[src/rtl/clock_period_meter_pkg.sv]
// Shared types and default constants for the clock period meter.
package clock_period_meter_pkg;
   typedef enum logic {WAIT_FIRST, MEASURE} state_e;

   localparam int DEF_CNT_W    = 26;
   localparam int DEF_TIMEOUT  = 50000000;
   localparam int BOARD_CLK_HZ = 50000000;
endpackage

[src/rtl/sync_edge_detect.sv]
// Synchronizes an asynchronous level through SYNC_STAGES flops and flags its edges.
// rise/fall are one-cycle pulses derived from the synced level and a previous-sample flop.
module sync_edge_detect #(
   parameter int SYNC_STAGES = 2
) (
   input  logic clock_in,
   input  logic reset,
   input  logic async_in,
   output logic synced,
   output logic rise,
   output logic fall
);
   logic [SYNC_STAGES-1:0] sync_q, sync_d;
   logic                   prev_q;

   assign sync_d = {sync_q[SYNC_STAGES-2:0], async_in};

   always_ff @(posedge clock_in or posedge reset) begin
      if (reset) begin
         sync_q <= '0;
         prev_q <= 1'b0;
      end else begin
         sync_q <= sync_d;
         prev_q <= synced;
      end
   end

   assign synced = sync_q[SYNC_STAGES-1];
   assign rise   = synced & ~prev_q;
   assign fall   = ~synced & prev_q;
endmodule

[src/rtl/clock_period_meter.sv]
// Measures sig_in period in clock_in cycles, with a one-cycle strobe per period and loss-of-signal timeout.
// Define CLOCK_PERIOD_METER_HIGH_TIME_EN to add high_out (high time of the last measured period).
module clock_period_meter
   import clock_period_meter_pkg::*;
#(
   parameter int CNT_W       = DEF_CNT_W,
   parameter int TIMEOUT     = DEF_TIMEOUT,
   parameter int SYNC_STAGES = 2
) (
   input  logic             clock_in,
   input  logic             reset,
   input  logic             sig_in,
   output logic [CNT_W-1:0] period_out,
   output logic             period_valid,
   output logic             timeout,
   output logic             locked
`ifdef CLOCK_PERIOD_METER_HIGH_TIME_EN
   ,
   output logic [CNT_W-1:0] high_out
`endif
);
   localparam logic [CNT_W-1:0] TO_VAL = CNT_W'(TIMEOUT);
   localparam logic [CNT_W-1:0] ONE    = CNT_W'(1);

   logic synced, rise, fall;
   logic capture, expire;

   state_e           state_q, state_d;
   logic [CNT_W-1:0] cnt_q, cnt_d;
   logic [CNT_W-1:0] period_q, period_d;
   logic             valid_q, valid_d;
   logic             timeout_q, timeout_d;
   logic             locked_q, locked_d;

   sync_edge_detect #(.SYNC_STAGES(SYNC_STAGES)) u_sync (
      .clock_in (clock_in),
      .reset    (reset),
      .async_in (sig_in),
      .synced   (synced),
      .rise     (rise),
      .fall     (fall)
   );

   // A rise on the TIMEOUT cycle is a valid capture, so expiry needs no rise.
   assign capture = (state_q == MEASURE) && rise;
   assign expire  = (state_q == MEASURE) && !rise && (cnt_q == TO_VAL);

   always_comb begin
      state_d   = state_q;
      cnt_d     = cnt_q;
      period_d  = period_q;
      valid_d   = 1'b0;
      timeout_d = timeout_q;
      locked_d  = locked_q;
      case (state_q)
         WAIT_FIRST: begin
            if (rise) begin
               cnt_d   = ONE;
               state_d = MEASURE;
            end
         end
         MEASURE: begin
            if (capture) begin
               period_d  = cnt_q;
               valid_d   = 1'b1;
               cnt_d     = ONE;
               locked_d  = 1'b1;
               timeout_d = 1'b0;
            end else if (expire) begin
               period_d  = '0;
               cnt_d     = '0;
               locked_d  = 1'b0;
               timeout_d = 1'b1;
               state_d   = WAIT_FIRST;
            end else begin
               cnt_d = cnt_q + ONE;
            end
         end
         default: state_d = WAIT_FIRST;
      endcase
   end

   always_ff @(posedge clock_in or posedge reset) begin
      if (reset) begin
         state_q   <= WAIT_FIRST;
         cnt_q     <= '0;
         period_q  <= '0;
         valid_q   <= 1'b0;
         timeout_q <= 1'b0;
         locked_q  <= 1'b0;
      end else begin
         state_q   <= state_d;
         cnt_q     <= cnt_d;
         period_q  <= period_d;
         valid_q   <= valid_d;
         timeout_q <= timeout_d;
         locked_q  <= locked_d;
      end
   end

   assign period_out   = period_q;
   assign period_valid = valid_q;
   assign timeout      = timeout_q;
   assign locked       = locked_q;

`ifdef CLOCK_PERIOD_METER_HIGH_TIME_EN
   logic [CNT_W-1:0] high_cnt_q, high_cnt_d;
   logic [CNT_W-1:0] high_lat_q, high_lat_d;
   logic [CNT_W-1:0] high_q, high_d;

   // High time is latched on the fall and only published alongside the next period strobe.
   always_comb begin
      high_cnt_d = high_cnt_q;
      high_lat_d = high_lat_q;
      high_d     = high_q;
      if (rise) begin
         high_cnt_d = ONE;
      end else if (synced && (high_cnt_q != TO_VAL)) begin
         high_cnt_d = high_cnt_q + ONE;
      end
      if (fall) begin
         high_lat_d = high_cnt_q;
      end
      if (capture) begin
         high_d = high_lat_q;
      end else if (expire) begin
         high_d     = '0;
         high_lat_d = '0;
      end
   end

   always_ff @(posedge clock_in or posedge reset) begin
      if (reset) begin
         high_cnt_q <= '0;
         high_lat_q <= '0;
         high_q     <= '0;
      end else begin
         high_cnt_q <= high_cnt_d;
         high_lat_q <= high_lat_d;
         high_q     <= high_d;
      end
   end

   assign high_out = high_q;
`else
   logic unused_edge_info;
   assign unused_edge_info = synced ^ fall;
`endif
endmodule

[config.mk]
export PLATFORM = sky130hd
export DESIGN_NAME = clock_period_meter
export DESIGN_NICKNAME = d
export VERILOG_FILES = /design/src/rtl/clock_period_meter_pkg.sv /design/src/rtl/sync_edge_detect.sv /design/src/rtl/clock_period_meter.sv
export SDC_FILE = /design/constraint.sdc
export NUM_CORES = 1
export LEC_CHECK = 0
export CELL_PAD_IN_SITES_DETAIL_PLACEMENT = 2
export CELL_PAD_IN_SITES_GLOBAL_PLACEMENT = 2
export CORE_ASPECT_RATIO = 1.2
export CORE_UTILIZATION = 25
export CTS_BUF_LIST = sky130_fd_sc_hd__clkbuf_8
export DETAILED_ROUTE_END_ITERATION = 10
export GPL_ROUTABILITY_DRIVEN = 0
export GPL_TIMING_DRIVEN = 0
export HOLD_SLACK_MARGIN = 0.03
export PLACE_DENSITY_LB_ADDON = 0.1
export SYNTH_ARGS = -nofsm -noshare
export SYNTH_HDL_FRONTEND = slang
export SYNTH_SLANG_ARGS = --single-unit
[constraint.sdc]
create_clock -name clock_in -period 4.7 [get_ports clock_in]
set_input_delay 0.47 -clock clock_in [delete_from_list [all_inputs] [get_ports clock_in]]
set_output_delay 0.47 -clock clock_in [all_outputs]
set_load 0.005 [all_outputs]
== Word level (Yosys, flattened, before mapping) ==
Index checks and enable logic that the tools add are counted.

* Flip-flop bits (word level): 59
* Word-level logic and storage cells: 36
* Input port bits: 3
* Output and inout bits: 29

* Add/subtract/negate cells: 1
* Eq/ne operators: 2
* Mux-type cells: 16
* Reduce and logical (&&, ||, !) cells: 6
* Bitwise logic cells: 3

{| class="wikitable"
|+ Operators by type and width
! cell !! count
|-
| $mux W26 || 5
|-
| $pmux W26 S2 || 1
|-
| $add A26 B1 Y26 const B || 1
|-
| $eq A26 B26 Y1 const B || 1
|-
| $mux W1 || 9
|-
| $logic_and A1 B1 Y1 || 3
|-
| $ne A2 B2 Y1 const B || 1
|-
| $not A1 Y1 || 2
|-
| $pmux W1 S2 || 1
|-
| $reduce_and A2 Y1 || 1
|-
| $reduce_bool A2 Y1 || 1
|-
| $and A1 B1 Y1 || 1
|-
| $logic_not A1 Y1 || 1
|}

== Depth between registers and ports, before layout ==
Gate-level depths: netlist of the first run.

* Word-level depth: 8
* Gate-level depth with buffers: 8

== Modules after synthesis ==
Synthesis of the first run repeated with hierarchy kept, for this count alone.

* Cell total of the unflattened synthesis: 263
* Area total of the unflattened synthesis: 2827.7 µm²

{| class="wikitable"
|+ Modules (own cells, without submodules)
! module !! cells an instance !! seq. area each (µm²) !! times used !! area an instance (µm²)
|-
| clock_period_meter || 257 || 1401.3 || 1 || 2733.9
|-
| sync_edge_detect || 6 || 75.1 || 1 || 93.8
|}

== Worst setup path after synthesis of the first run ==
No wires, ideal clock.

* Path kind: flip-flop to flip-flop
* From: reg cnt_q[0]
* To: reg cnt_q[11]
* Data arrival time: 1.704 ns
* Setup slack: 2.877 ns
* Setup time: 0.119 ns
* Cell stages (with the launch flop): 9
* Required time: 4.581 ns
* Path buffers: 1
* Cell sequence: dfrtp_1 -> inv_1 -> ha_1 -> nor4b_2 -> nand2_1 -> or3_4 -> o21ai_4 -> buf_6 -> nor2_1

* Word-level cells in the longest chain between the ends: 5
* Elaborated cells between the ends (all ways): 6

{| class="wikitable"
|+ Ends and longest elaborated chain
! what !! line !! text
|-
| start, declared || clock_period_meter.sv:29 || <nowiki>logic [CNT_W-1:0] cnt_q, cnt_d;</nowiki>
|-
| start signal, assigned || clock_period_meter.sv:93 || <nowiki>cnt_q <= cnt_d;</nowiki>
|-
| parallel branches: the longest is 2 deep, another holds $add A26 B1 Y26 || - ||
|-
| $mux W26 * || clock_period_meter.sv:69 || <nowiki>end else if (expire) begin</nowiki>
|-
| $mux W26 * || clock_period_meter.sv:63 || <nowiki>if (capture) begin</nowiki>
|-
| $pmux W26 S2 * || clock_period_meter.sv:55 || <nowiki>case (state_q)</nowiki>
|}

Mark *: on every way between the ends.
A chain may end at the register's enable or synchronous reset.

== Worst setup path after layout of the first run ==
* From: reg cnt_q[18]
* To: reg period_q[8] (netlist: period_out[8])

* Word-level cells in the longest chain between the ends: 4

{| class="wikitable"
|+ Ends and longest elaborated chain
! what !! line !! text
|-
| $eq A26 B26 Y1 || clock_period_meter.sv:46 || <nowiki>assign expire = (state_q == MEASURE) && !rise && (cnt_q == TO_VAL);</nowiki>
|-
| $logic_and A1 B1 Y1 || clock_period_meter.sv:46 ||
|-
| $reduce_bool A2 Y1 (no line) || - ||
|-
| $reduce_and A2 Y1 (no line) || - ||
|-
| end signal, assigned || clock_period_meter.sv:94 || <nowiki>period_q <= period_d;</nowiki>
|-
| end, declared || clock_period_meter.sv:30 || <nowiki>logic [CNT_W-1:0] period_q, period_d;</nowiki>
|}

No other way between the ends.

==> flow_summary.yaml, run 1 <==
detailed_routing:
  drc: 0
  routedWlPerCell_um: 18.1
  antenna_left: 0
  vias: 2071
  wl_um: 7540
  drt_first_pass_iters: 4
  vias_per_cell: 4.98
  drt_iter0_drc: 40
timing:
  setup_viol: 0
  slew-limit-headroom_pct: 57.7
  setup_tns_ns: 0
  rsz0062_at_grt: "false"
  timing.final.hold_violations: 0
  fin_crit_sh_pct: 47.8
  min_period_ns: 2.25
  fin_worst_skew_ns: 0.00824
  max_freq_mhz: 445
  worst_slew_pin_slew_ns: 0.629
  finalMaxSlewViolations: 0
outcome:
  outcome: "completed"
grt:
  overflow: 0
  grt_pass1_vias: 2215
  grt_pass1_wl_um: 12400
  antenna_found_initial: 0
  grtUsageTotal_pct: 15.2
  grt_max_degree: 37
floorplanning:
  coreArea_um2: 10500
  pin_count: 32
  die_x_um: 96.5
  dieArea_um2: 11100
  start_util_pct: 25.6
  num_rows: 41
  die_h_um: 115
min_path:
  holdPathStages: 0
  hp-class: "register to register"
  hold_start: "u_sync.sync_q[0]"
  min_to: "u_sync.sync_q[1]"
setup_path:
  crit_start: "cnt_q[18]"
  setup.worst_path.end_class: "register"
  critPathMaxFanout: 10
  critPathLaunchType: "register"
  r2r_slack_ns: 2.45
  worst-endpoint-required_ns: 4.93
  critical_path_class: "register to register"
  reg2reg_to: "period_out[8]"
  crit_arrival_ns: 2.48
  r2r-start: "cnt_q[18]"
  r2r_cells: 6
placement:
  dpl_cell_area_um2: 3170
  io_buffers: 31
  place.detailed.hpwl_um: 5360
synthesis:
  syn_area_per_cell_um2: 11.2
  synthArstFlopShare_pct: 100
  synthAdderAreaFrac_pct: 0.933
  ys_seq_area_share_pct: 55.1
  synth_cell_types: 44
  synth_cells: 240
  ys_ff_latch: 59
  ys_warn_count: 0
  synth_top_family_by_area: "simple AND/OR/NAND/NOR gates"
  ys.flop_type: "dfrtp_1"
  synthMuxAreaShare_pct: 0
  synth_edf_count: 0
  synth-simple-area-share_pct: 20.4
  synth_fp_nets: 245
  synth_xor_area_share_pct: 5.55
  syn_area_um2: 2680
  synth-compound-area-share_pct: 13.7
clock_tree:
  cts_sinks: 59
  cts_resized: 0
  cts_hold_buffers: 0
  cts_made_buffers: 9
  cts_max_path_buffers: 2
  cts.clk_slew.worst_paths_ns: 0.06
  post_cts_buffers: 0
  clock_latency_ns: 0.35
  ctsHtreeMaxLevel: 3
  root_buffer: "clkbuf_8"
  cts_tree: "built"
power_and_ir_drop:
  leakagePower_uw: 0.00146
  ir_worst_vdd_mv: 0.138
  p_per_area_nw_per_um2: 325
cells_and_area:
  mostFrequentLayoutCells: "59 x dfrtp_1, 31 x clkdlybuf4s50_1, 26 x nor2_1"
  final_common_cell: "dfrtp_1"
  antenna_cells: 0
  drive_gt1_share_pct: 13.9
  stdcell_area_um2: 3330
  fillerInstances: 1174
  syn_to_final_growth_pct: 24.3
  nNetsFinal: 288
run:
  drv_cap: 0
==> registers in the layout (all words and copies together) (netlist names) <==
signal / cells
locked: 1
state_q: 1
period_out: 26
timeout: 1
u_sync.sync_q: 2
u_sync.prev_q: 1
cnt_q: 26
period_valid: 1
==> per-layer routing <==
metal | vias to the layer above | GRT usage, % | wire length, um
met2 | 32 | 23.8 | 3630
li1 | 957 | - | -
met3 | 10 | 2.62 | 167
met1 | 1072 | 20.3 | 3580
met5 | - | 0 | 0
met4 | 0 | 7.35 | 153
==> per-stage QoR <==
| stage | util (%) | total power [uW] | worst slack, ns | cells | hold WS [ns] |
|---|---|---|---|---|---|
| 2_1_floorplan | - | 643 | 2.77 | 240 | 0.331 |
| 3_3_place_gp | 30.1 | 699 | 1.45 | 400 | 0.334 |
| 3_5_place_dp | 30.3 | 703 | 2.37 | 401 | 0.336 |
| 4_1_cts | 31.9 | 1110 | 2.36 | 416 | 0.350 |
| 5_1_grt | 31.9 | 1140 | 2.29 | 416 | 0.359 |
| 6_report | 31.9 | 1080 | 2.45 | 416 | 0.347 |
==> kinds of logic (layout without fill, tap and decap cells) <==
family | after synthesis | count (layout)
adders and majority gates | 2 | 2
and+or+nand+nor | 99 | 99
DFF | 59 | 59
buffers and inverters | 20 | 67
xor gates and xnor gates | 17 | 17
AOI/OAI and AO/OA | 43 | 43
==> worst max-delay path, cell delays in order (launching register included) <==
cell and delay, ns:
dfrtp_1 0.44, nor4bb_1 0.46, nand2_1 0.21, o31ai_4 0.32, nand2_2 0.20, buf_2 0.28, a22o_2 0.22
==> how the worst max path moves through the flow <==
stage,end,slack [ns],depth (start not counted)
4_1_cts,period_out[8],2.36,6
3_3_place_gp,period_out[21],1.45,2
3_5_place_dp,period_out[8],2.37,6
6_report,period_out[8],2.45,6
5_1_grt,period_out[8],2.29,6
2_1_floorplan,cnt_q[0],2.77,1
==> power by group <==
part,total [uW],internal [uW],switching (uW)
registers,565,536,28.7
clock network,394,196,198
logic,125,61.2,64.2
total,1080,793,291
==> cell type report <==
class                   count  area, um^2  share of cell area, %
repair buffers             32         330                   9.91
inverters                   5        18.8                  0.563
flip-flops and latches     59        1480                   44.3
multi-input cells         161        1090                   32.7
clock inverters             5        22.5                  0.676
clock buffers              10         138                   4.13
plain buffers              15        96.3                   2.89
well taps                 129         161                   4.84
==> Yosys cell counts, drive strengths merged (2+ instances only) <==
library cell   n  area (um^2)
nor2          26         97.6
dfrtp         59         1480
ha             2         25.0
a22o          26          230
nor4           6         52.6
or3            3         25.0
nand2         21         81.3
or2b           2         16.3
a21oi          4         20.0
and3           6         38.8
buf           11         81.3
nand3         11         55.1
xor2          14          123
a311o          2         20.0
a31oi          2         12.5
nand4         15          100
nor3           2         10.0
o21ai          4         31.3
clkbuf         4         15.0
inv            5         18.8
nor4b          2         30.0
xnor2          3         26.3
Power figures use the tool's default switching activity.
==> run 2, diff against run 1 <==
- clock period: 4.7 -> 2.3 ns (I/O delays scaled with it)
==> run 2 against run 1 <==
Worst hold slack got worse by 0.089 ns. Sequential share of layout area decreased by 0.20 points. Largest power group unchanged. Utilization increased by 0.14 points. Clock power increased by 100%.
==> flow_summary.yaml, run 2 (synthesis gave the netlist of run 1 again) <==
clock_tree:
  cts.clk_slew.worst_paths_ns: 0.06
  cts_made_buffers: 9
  ctsHtreeMaxLevel: 3
  cts_tree: "built"
  cts_max_path_buffers: 2
  clock_latency_ns: 0.35
  cts_hold_buffers: 0
  cts_sinks: 59
  root_buffer: "clkbuf_8"
floorplanning:
  num_rows: 41
  die_h_um: 115
  dieArea_um2: 11100
  start_util_pct: 25.6
  coreArea_um2: 10500
  pin_count: 32
  die_x_um: 96.5
timing:
  rsz0062_at_grt: "true"
  min_period_ns: 2.12
  max_freq_mhz: 471
  setup_viol: 0
  worst_slew_pin_slew_ns: 0.628
  setup_ws_ns: 0.175
  setup_tns_ns: 0
  finalMaxSlewViolations: 0
  fin_worst_skew_ns: 0.00785
  timing.final.hold_violations: 0
  slew-limit-headroom_pct: 57.8
  fin_crit_sh_pct: 92.4
placement:
  dp.cells: 401
  place_ws_ns: -0.0311
  io_buffers: 31
  place.detailed.hpwl_um: 5360
detailed_routing:
  wl_um: 7540
  routedWlPerCell_um: 18.1
  drt_first_pass_iters: 4
  drc: 0
  vias: 2062
  vias_per_cell: 4.96
  antenna_left: 0
  drt_iter0_drc: 42
grt:
  overflow: 0
  grt_pass1_wl_um: 12500
  grt_pass1_vias: 2217
  grt_max_degree: 37
  antenna_found_initial: 0
  grtUsageTotal_pct: 15.2
power_and_ir_drop:
  switchingPower_uw: 594
  internal_power_uw: 1620
  leakagePower_uw: 0.00146
  seq_power_share_pct: 52.1
  clkPwrFrac_pct: 36.3
  ir_worst_vdd_mv: 0.281
  p_comb_share_pct: 11.6
  netSwitchingFraction_pct: 26.8
  p_per_area_nw_per_um2: 662
setup_path:
  critPathLaunchType: "register"
  cp_slowest_cell: "dfrtp_1"
  critical_path_class: "register to register"
  setup.worst_path.end_class: "register"
  max_stage_delay_ns: 0.45
  critPathMaxFanout: 10
  crit_arrival_ns: 2.36
  worstPathCellList: "nor4bb_2, nand2_1, o31ai_4, nand2_2, buf_4, a22o_2"
  worst-endpoint-required_ns: 2.53
cells_and_area:
  drive_gt1_share_pct: 14.6
  nNetsFinal: 288
  mostFrequentLayoutCells: "59 x dfrtp_1, 31 x clkdlybuf4s50_1, 26 x nor2_1"
  antenna_cells: 0
  fin_cells: 416
  final_common_cell: "dfrtp_1"
  syn_to_final_growth_pct: 24.9
run:
  drv_cap: 0
min_path:
  hp-class: "input pin to async pin"
outcome:
  outcome: "completed"
-- run 2: stage by stage --
step	hold WS [ns]	power (uW)	utilization, %	cell area, um^2
final	0.258	2220	32.0	3350
after global routing	0.318	2320	32.0	3350
after CTS	0.262	2260	31.9	3340
after detailed placement	0.336	1440	30.3	3170
after global placement	0.334	1430	30.1	3150
after floorplan	0.261	1310	-	2680
-- run 2: cell type report --
type                            count  area [um^2]
Sequential cell                    59         1480
Tap cell                          129          161
Inverter                            5         18.8
Clock buffer                       10          138
Fill cell                        1171         7120
Clock inverter                      5         22.5
Buffer                             15         98.8
Timing Repair Buffer               32          330
Multi-Input combinational cell    161         1100
-- run 2: final timing paths --
kind | slack (ns) | from | to | cells after the start
hold / removal | 0.26 | reset | period_out[9] | 2
max in group asynchronous | 1.47 | reset | period_out[24] | 3
min in group clock_in | 0.34 | sig_in | u_sync.sync_q[0] | 1
setup reg to reg | 0.18 | cnt_q[18] | period_out[8] | 6
setup / recovery | 0.18 | cnt_q[18] | period_out[8] | 6
hold reg to reg | 0.35 | u_sync.sync_q[0] | u_sync.sync_q[1] | 0
-- run 2: critical path: cells and delay by family, from the launching register on --
kind	cells	cell delay [ns]
DFF	1	0.45
AOI/OAI and AO/OA	2	0.52
and+or+nand+nor	3	0.78
buffers and inverters	1	0.26
-- run 2: timing repair --
action                     4_1_cts  5_1_grt
resized for setup                1        3
setup endpoints to repair       11        9
buffers inserted                 0        0
-- run 2: per-layer routing --
metal	GRT usage, %	vias up	share of wire (%)
met3	2.62	10	2.2
met4	7.35	0	2.0
met1	20.3	1063	47
li1	-	955	-
met5	0	-	0
met2	23.8	34	48
-- run 2: power groups by stage --
stage                     clock network, uW  logic, uW  registers [uW]
after CTS                               844        265            1160
after global placement                    0        254            1170
after global routing                    869        291            1160
final                                   804        257            1150
after floorplan                           0        152            1160
after detailed placement                  0        262            1170
==> run 3, diff against run 2 <==
- CTS_BUF_LIST: sky130_fd_sc_hd__clkbuf_8 -> sky130_fd_sc_hd__clkbuf_2
- DONT_BUFFER_PORTS: not set -> 1
==> run 3 against run 2 <==
Die area unchanged. Clock skew up 0.011 ns. First-iteration DRC count up 4.8%. Sequential cell count unchanged. Total power down 15%. Critical path depth unchanged.
==> flow_summary.yaml, run 3 (synthesis gave the netlist of run 1 again) <==
cells_and_area:
  nNetsFinal: 259
  drive_gt1_share_pct: 16.2
  fin_cells: 388
  mostFrequentLayoutCells: "59 x dfrtp_1, 26 x nor2_1, 24 x a22o_1"
  final_common_cell: "dfrtp_1"
  syn_to_final_growth_pct: 10.6
  antenna_cells: 0
floorplanning:
  start_util_pct: 25.6
  dieArea_um2: 11100
  num_rows: 41
  pin_count: 32
  die_h_um: 115
  die_x_um: 96.5
  coreArea_um2: 10500
outcome:
  outcome: "completed"
power_and_ir_drop:
  ir_worst_vdd_mv: 0.237
  p_per_area_nw_per_um2: 635
  leakagePower_uw: 0.00133
timing:
  fin_crit_sh_pct: 94.5
  setup_viol: 0
  setup_tns_ns: 0
  min_period_ns: 2.17
  worst_slew_pin_slew_ns: 0.707
  timing.final.hold_violations: 0
  slew-limit-headroom_pct: 52.9
  rsz0062_at_grt: "false"
  max_freq_mhz: 460
  fin_worst_skew_ns: 0.0189
  finalMaxSlewViolations: 0
detailed_routing:
  vias: 1962
  drt_first_pass_iters: 4
  antenna_left: 0
  routedWlPerCell_um: 20.2
  drt_iter0_drc: 44
  vias_per_cell: 5.06
  wl_um: 7820
  drc: 0
clock_tree:
  cts.clk_slew.worst_paths_ns: 0.17
  post_cts_buffers: 0
  ctsHtreeMaxLevel: 3
  root_buffer: "clkbuf_2"
  cts_tree: "built"
  cts_made_buffers: 9
  clock_latency_ns: 0.49
  cts_sinks: 59
  cts_max_path_buffers: 2
grt:
  grt_max_degree: 31
  grtUsageTotal_pct: 15.9
  antenna_found_initial: 0
  overflow: 0
  grt_pass1_vias: 2209
  grt_pass1_wl_um: 12600
setup_path:
  cp-endpoint: "period_out[8]"
  r2r_cells: 6
  reg2reg_to: "period_out[8]"
  critPathLaunchType: "register"
  critical_path_class: "register to register"
  r2r_slack_ns: 0.13
  crit_start: "cnt_q[18]"
  crit_arrival_ns: 2.58
  setup.worst_path.end_class: "register"
  critPathMaxFanout: 10
  r2r-start: "cnt_q[18]"
  worst-endpoint-required_ns: 2.71
min_path:
  hp-class: "input pin to async pin"
placement:
  io_buffers: 0
  place.detailed.hpwl_um: 5500
  dp.cells: 370
run:
  drv_cap: 0
## run 3: cell types whose count changed in the layout (fill, tap and decap cells not counted), sizes merged
| cell | change |
|---|---|
| dlygate4sd3 | +2 |
| inv | -2 |
| clkinv | +1 |
| clkbuf | +2 |
| clkdlybuf4s50 | -31 |
## run 3: worst min path at each step
stage | from | endpoint | slack (ns) | depth (start not counted)
2_1_floorplan | sig_in | u_sync.sync_q[0] | 0.26 | 0
3_3_place_gp | sig_in | u_sync.sync_q[0] | 0.26 | 0
3_5_place_dp | sig_in | u_sync.sync_q[0] | 0.26 | 0
4_1_cts | sig_in | u_sync.sync_q[0] | 0.21 | 1
5_1_grt | sig_in | u_sync.sync_q[0] | 0.21 | 1
6_report | reset | cnt_q[8] | 0.27 | 2
## run 3: metal layers
layer / global-route usage (%) / vias up / wire (um)
met4: 6.76 / 0 / 140
met3: 4.33 / 13 / 252
li1: - / 897 / -
met5: 0 / - / 0
met2: 25.4 / 34 / 3710
met1: 20.1 / 1018 / 3720
## run 3: power by group
group	internal [uW]	leakage (uW)	switching, uW
clock network	146	0.0000608	378
registers	1100	0.000795	63.3
logic	80.8	0.000470	122
## run 3: cell type report
cell class | instances | area [um^2]
Multi-Input combinational cell | 161 | 1100
Clock inverter | 4 | 17.5
Clock buffer | 12 | 60.1
Sequential cell | 59 | 1480
Timing Repair Buffer | 3 | 40.0
Tap cell | 129 | 161
Fill cell | 1176 | 7500
Inverter | 5 | 18.8
Buffer | 15 | 96.3
## run 3: repair_timing
item / CTS / global route
gates resized for setup: 0 / 1
hold buffers: 2 / 0
endpoints found under the setup margin: 0 / 26
hold endpoints to repair: 30 / 0
## run 3: stage by stage
stage	utilization [%]	setup WS (ns)	power [uW]	instance area [um^2]	hold WS (ns)
after floorplan	-	0.477	1310	2680	0.261
after global placement	27.2	-0.313	1380	2840	0.261
after detailed placement	27.4	0.0115	1390	2860	0.262
after CTS	28.3	0.00918	1950	2960	0.213
after global routing	28.3	0.0111	2020	2970	0.210
final	28.3	0.127	1890	2970	0.274
## run 3: critical path: stages, from the launching register on
cell and delay (ns):
dfrtp_1 0.48, nor4bb_2 0.41, nand2_1 0.19, o31ai_4 0.31, nand2_2 0.19, buf_2 0.30
a22o_2 0.23
